File: config.mk
export PLATFORM = sky130hd
export DESIGN_NAME = banked_data_memory
export DESIGN_NICKNAME = d
export VERILOG_FILES = /design/src/rtl/banked_data_memory.sv
export SDC_FILE = /design/constraint.sdc
export NUM_CORES = 1
export LEC_CHECK = 0
export CORE_ASPECT_RATIO = 0.6
export CORE_MARGIN = 2
export CORE_UTILIZATION = 41
export CTS_BUF_LIST = sky130_fd_sc_hd__clkbuf_4 sky130_fd_sc_hd__clkbuf_8
export CTS_CLUSTER_DIAMETER = 30
export CTS_CLUSTER_SIZE = 24
export DETAILED_ROUTE_END_ITERATION = 8
export GPL_TIMING_DRIVEN = 0
export PLACE_DENSITY = 0.64
export RECOVER_POWER = 50
export SYNTH_ARGS = -nofsm -noshare
export SYNTH_HDL_FRONTEND = slang
export SYNTH_SLANG_ARGS = --single-unit
File: constraint.sdc
create_clock -name clk -period 6.1 [get_ports clk]
set_input_delay 1.22 -clock clk [delete_from_list [all_inputs] [get_ports clk]]
set_output_delay 1.22 -clock clk [all_outputs]
set_load 0.1 [all_outputs]
File: src/rtl/banked_data_memory.sv
// ----------------------------------------------------------------------------
// banked_data_memory
//   Two-bank data memory for the multicycle datapath. The even bank holds the
//   low lane of every word and the odd bank holds the high lane, so a word
//   access touches both banks and a byte (lane) access touches one. All state
//   changes on the falling clock edge. After reset an optional sequencer
//   zeroes every word. Accesses use a req/ack handshake.
//
// Ports
//   clk        in   system clock (falling-edge active)
//   proc_rst   in   asynchronous active-low reset
//   req        in   access request
//   we         in   1 = write, 0 = read
//   byte_mode  in   1 = single-lane access, 0 = full word
//   addr       in   byte address; [ADDR_W-1:1] = word index, [0] = lane
//   wdata      in   write data (byte mode uses the low lane only)
//   rdata      out  registered read data
//   ack        out  one-cycle completion pulse
//   err        out  one-cycle misaligned word-access pulse
//   busy       out  high while the clear sequence runs
// ----------------------------------------------------------------------------
module banked_data_memory #(
    parameter int ADDR_W       = 6,
    parameter int DATA_W       = 16,
    parameter int SIGN_EXT     = 1,
    parameter int CLR_ON_RESET = 1
) (
    input  logic              clk,
    input  logic              proc_rst,
    input  logic              req,
    input  logic              we,
    input  logic              byte_mode,
    input  logic [ADDR_W-1:0] addr,
    input  logic [DATA_W-1:0] wdata,
    output logic [DATA_W-1:0] rdata,
    output logic              ack,
    output logic              err,
    output logic              busy
);

    localparam int IDX_W = ADDR_W - 1;
    localparam int DEPTH = 2 ** IDX_W;
    localparam int L     = DATA_W / 2;

    typedef enum logic [0:0] {
        ST_IDLE  = 1'b0,
        ST_CLEAR = 1'b1
    } state_t;

    localparam state_t           RST_STATE = (CLR_ON_RESET != 0) ? ST_CLEAR : ST_IDLE;
    localparam logic             RST_BUSY  = (CLR_ON_RESET != 0) ? 1'b1 : 1'b0;
    localparam logic [IDX_W-1:0] LAST_IDX  = IDX_W'(DEPTH - 1);

    // Storage banks: not reset, so contents survive a reset unless cleared.
    logic [L-1:0] even_q [DEPTH];
    logic [L-1:0] odd_q  [DEPTH];

    state_t              state_q,   state_d;
    logic [IDX_W-1:0]    clr_ptr_q, clr_ptr_d;
    logic [DATA_W-1:0]   rdata_q,   rdata_d;
    logic                ack_q,     ack_d;
    logic                err_q,     err_d;
    logic                busy_q,    busy_d;

    logic [IDX_W-1:0]    idx_s;
    logic                lane_s;
    logic                misaligned_s;
    logic [L-1:0]        lane_data_s;
    logic                sign_s;
    logic                wr_even_s;
    logic                wr_odd_s;
    logic [IDX_W-1:0]    wr_idx_s;
    logic [L-1:0]        wr_even_data_s;
    logic [L-1:0]        wr_odd_data_s;

    // Address decode and lane selection for byte reads.
    always_comb begin
        idx_s        = addr[ADDR_W-1:1];
        lane_s       = addr[0];
        misaligned_s = ~byte_mode & lane_s;
        if (lane_s) begin
            lane_data_s = odd_q[idx_s];
        end else begin
            lane_data_s = even_q[idx_s];
        end
        sign_s = (SIGN_EXT != 0) ? lane_data_s[L-1] : 1'b0;
    end

    // Next-state, output and bank write-enable logic.
    always_comb begin
        state_d        = state_q;
        clr_ptr_d      = clr_ptr_q;
        rdata_d        = rdata_q;
        ack_d          = 1'b0;
        err_d          = 1'b0;
        busy_d         = busy_q;
        wr_even_s      = 1'b0;
        wr_odd_s       = 1'b0;
        wr_idx_s       = idx_s;
        wr_even_data_s = wdata[L-1:0];
        // A byte write always carries its data in the low lane of wdata.
        wr_odd_data_s  = byte_mode ? wdata[L-1:0] : wdata[DATA_W-1:L];

        case (state_q)
            ST_CLEAR: begin
                // req is ignored entirely while clearing.
                wr_idx_s       = clr_ptr_q;
                wr_even_s      = 1'b1;
                wr_odd_s       = 1'b1;
                wr_even_data_s = {L{1'b0}};
                wr_odd_data_s  = {L{1'b0}};
                clr_ptr_d      = clr_ptr_q + IDX_W'(1);
                if (clr_ptr_q == LAST_IDX) begin
                    state_d = ST_IDLE;
                    busy_d  = 1'b0;
                end else begin
                    busy_d  = 1'b1;
                end
            end
            ST_IDLE: begin
                busy_d = 1'b0;
                if (req) begin
                    ack_d = 1'b1;
                    if (misaligned_s) begin
                        err_d = 1'b1;
                    end else if (we) begin
                        if (byte_mode) begin
                            wr_even_s = ~lane_s;
                            wr_odd_s  = lane_s;
                        end else begin
                            wr_even_s = 1'b1;
                            wr_odd_s  = 1'b1;
                        end
                    end else if (byte_mode) begin
                        rdata_d = {{L{sign_s}}, lane_data_s};
                    end else begin
                        rdata_d = {odd_q[idx_s], even_q[idx_s]};
                    end
                end else begin
                    ack_d = 1'b0;
                end
            end
            default: begin
                state_d   = RST_STATE;
                busy_d    = RST_BUSY;
                clr_ptr_d = {IDX_W{1'b0}};
            end
        endcase

        // Reset must never disturb stored contents.
        if (!proc_rst) begin
            wr_even_s = 1'b0;
            wr_odd_s  = 1'b0;
        end else begin
            wr_even_s = wr_even_s;
            wr_odd_s  = wr_odd_s;
        end
    end

    // Control and output registers.
    always_ff @(negedge clk or negedge proc_rst) begin
        if (!proc_rst) begin
            state_q   <= RST_STATE;
            clr_ptr_q <= {IDX_W{1'b0}};
            rdata_q   <= {DATA_W{1'b0}};
            ack_q     <= 1'b0;
            err_q     <= 1'b0;
            busy_q    <= RST_BUSY;
        end else begin
            state_q   <= state_d;
            clr_ptr_q <= clr_ptr_d;
            rdata_q   <= rdata_d;
            ack_q     <= ack_d;
            err_q     <= err_d;
            busy_q    <= busy_d;
        end
    end

    // Bank writes.
    always_ff @(negedge clk) begin
        if (wr_even_s) begin
            even_q[wr_idx_s] <= wr_even_data_s;
        end
        if (wr_odd_s) begin
            odd_q[wr_idx_s] <= wr_odd_data_s;
        end
    end

    assign rdata = rdata_q;
    assign ack   = ack_q;
    assign err   = err_q;
    assign busy  = busy_q;

endmodule

==> results.yml <==
critical_path:
  cp-startpoint: "addr[5]"
  r2r_end: "odd_q[18][1]"
  worst_ep_arrival_time_ns: 3.43
  cp-end-kind: "register"
  critPathLaunchType: "input pin"
  setup.worst_path.class: "input pin to register"
  worst_r2r_startpoint: "busy"
  endpoint: "rdata[11]"
  r2r_setup_slack_ns: 2.18
  endpoint_required_time_on_the_critical_path_ns: 3.46
  critical_path.max_fanout: 10
  reg2reg_depth: 5
timing:
  totalNegativeSetupSlack_ns: 0
  timing_worst_slew_pin_value_ns: 1.37
  setup_viol_count_final: 0
  rel_slew_slack_pct: 8.34
  maxSlewViolCount: 0
  hold_viol: 0
  timing.clock.skew_ns: 0.0878
  rsz0062_at_grt: "yes"
drt:
  route.vias.total: 13000
  totalWireLength_um: 57700
  route.antenna.remaining_nets: 0
  post-route-drc-count: 0
  drt_iter0_markers: 1478
  drt_pass1_iterations: 6
  routed_wire_length_per_instance_um: 23.6
  via_per_instance_ratio: 5.31
grt:
  grt_pass1_vias: 14000
  antenna_found_initial: 2
  grt_first_pass_wirelength_um: 83400
  track_usage_pct: 21.6
  global_route.overflow_total: 0
  grt_max_degree: 33
die:
  rows: 64
  die-area_um2: 53400
  core_area_um2: 50900
  starting_density_of_the_core_pct: 41.5
  ports: 46
  fp.dieH_um: 180
  die_w_um: 297
power_and_ir_drop:
  power_per_cell_area_nw_per_um2: 341
  power_leakage_nw: 10.7
  vdd_ir_drop_max_v: 0.000223
  post_layout_total_power_w: 0.00926
placement:
  port-buffer-count: 41
  gp_routability_congestion: 0.887
  hpwl_um: 37000
run_status:
  status: "finished clean"
clock_network:
  clock-sinks: 536
  cts_tree: "done"
  cts_root_buffer: "sky130_fd_sc_hd__clkbuf_8"
  cts_hold_buffers: 0
  cts_buffer_depth: 3
  htreeDepth: 3
  clk-insertion-delay-late_ns: 0.67
  cts.clk_slew.worst_paths_ns: 0.06
  numCtsBuffers: 76
yosys:
  postSynthAreaPerCell_um2: 20.4
  most_numerous_cell_in_the_yosys_netlist: "sky130_fd_sc_hd__edfxtp_1"
  synth_enable_flop_cells: 512
  synthesis.area_um2: 21100
  seq_area_frac_synth_pct: 75.6
  ys_types: 41
  synth_common_cells: "sky130_fd_sc_hd__edfxtp_1, sky130_fd_sc_hd__mux4_2, sky130_fd_sc_hd__nor2_1"
  mappedNetlistNets: 1065
  yosysTopAreaCell: "sky130_fd_sc_hd__edfxtp_1"
  yosys.area.top_type_share_pct: 72.7
  ys_async_sr_fraction_pct: 4.48
  ys.warnings.count: 0
  yosys-top-cells-area: "sky130_fd_sc_hd__edfxtp_1, sky130_fd_sc_hd__mux4_2, sky130_fd_sc_hd__dfrtn_1, sky130_fd_sc_hd__mux2i_1, sky130_fd_sc_hd__nor2_1"
  yosys_register_bits: 536
  post_synth_inst_count: 1036
  synth-main-ff-cell: "sky130_fd_sc_hd__edfxtp_1"
finish:
  num-nets-final: 1719
  area_growth_syn_to_layout_pct: 28.5
  post_route_cells_drive_above_1_share_pct: 26.0
  nFillCells: 4240
  antenna_cells_inserted: 0
worst_hold_path:
  holdCritPathClass: "register to register"
job:
  drv.max_cap_violation_count: 0
## through the flow
stage	cells	setup slack (ns)	utilization [%]	area, um^2	hold WS (ns)
5_1_grt	2444	-0.0169	53.3	27200	0.519
3_3_place_gp	1770	-1.45	45.0	22900	0.466
6_report	2444	0.0370	53.3	27200	0.486
2_1_floorplan	1036	-0.0742	-	21600	0.410
4_1_cts	2438	0.00361	53.2	27100	0.492
3_5_place_dp	1780	-1.54	45.3	23100	0.488
## metal layers
| layer | vias up | share of wire [%] | track usage, % | wire [um] |
|---|---|---|---|---|
| met5 | - | 0 | 0 | 0 |
| met4 | 0 | 1.4 | 8.04 | 825 |
| met3 | 75 | 12 | 11.2 | 6860 |
| met2 | 673 | 41 | 27.6 | 23800 |
| met1 | 6629 | 46 | 31.1 | 26300 |
| li1 | 5592 | - | - | - |
## worst min path at each step
stage               depth (start not counted)      endpoint  slack, ns    startpoint
finish                                      2     rdata[13]       0.49     rdata[13]
global route                                2     rdata[10]       0.52     rdata[10]
CTS                                         2     rdata[13]       0.49     rdata[13]
detailed placement                          2     rdata[13]       0.49     rdata[13]
global placement                            1  clr_ptr_q[3]       0.47  clr_ptr_q[3]
floorplan                                   1  clr_ptr_q[3]       0.41  clr_ptr_q[3]
## final cells by class
cell class | instances | area [um^2] | share of cell area [%]
Sequential cell | 536 | 16000 | 58.8
Multi-Input combinational cell | 438 | 5590 | 20.6
Clock inverter | 574 | 2540 | 9.33
Clock buffer | 78 | 1060 | 3.91
Tap cell | 693 | 867 | 3.19
Timing Repair Buffer | 65 | 734 | 2.70
Buffer | 50 | 370 | 1.36
Inverter | 10 | 37.5 | 0.138
## critical path, cell delays in order
cell                              delay, ns
sky130_fd_sc_hd__clkdlybuf4s50_1       0.62
sky130_fd_sc_hd__buf_4                 0.27
sky130_fd_sc_hd__clkbuf_4              0.32
sky130_fd_sc_hd__mux4_2                0.42
sky130_fd_sc_hd__mux2i_1               0.33
sky130_fd_sc_hd__o21a_1                0.16
sky130_fd_sc_hd__a21oi_1               0.06
## where the power goes
group	internal [W]	switching [W]
Combinational	0.000209	0.000491
Sequential	0.00410	0.0000198
Clock	0.00189	0.00255
## state kept, by name, indices dropped and copies added, names as in the netlist
| name | flops |
|---|---|
| odd_q | 256 |
| ack | 1 |
| clr_ptr_q | 5 |
| rdata | 16 |
| even_q | 256 |
| err | 1 |
| busy | 1 |
## what timing repair did
| item | CTS | global route |
|---|---|---|
| gates cloned | 0 | 2 |
| setup endpoints to repair | 739 | 332 |
| pin swaps | 7 | 6 |
| gates resized for setup | 132 | 26 |
| setup buffers | 10 | 4 |
## cell usage in the layout (no fill, tap or decap), drive strengths merged, types with 21 or more instances in the layout
cell      n
inv     557
edfxtp  512
mux4    133
clkbuf  102
nor2     95
mux2i    52
buf      47
nand2    37
dfrtn    23
a21oi    21
## cells by family (layout without fill, tap and decap cells)
group	count (synthesis)	after routing	share of synthesized area [%]
multiplexers	186	186	16.7
AO/OA/AOI/OAI	78	78	2.49
buffers and inverters	64	777	1.60
AND/OR/NAND/NOR	167	169	3.40
XOR/XNOR	3	3	0.124
adder cells (fa/ha/maj)	2	2	0.118
flip-flops	536	536	75.6
(Power assumes the default switching activity.)
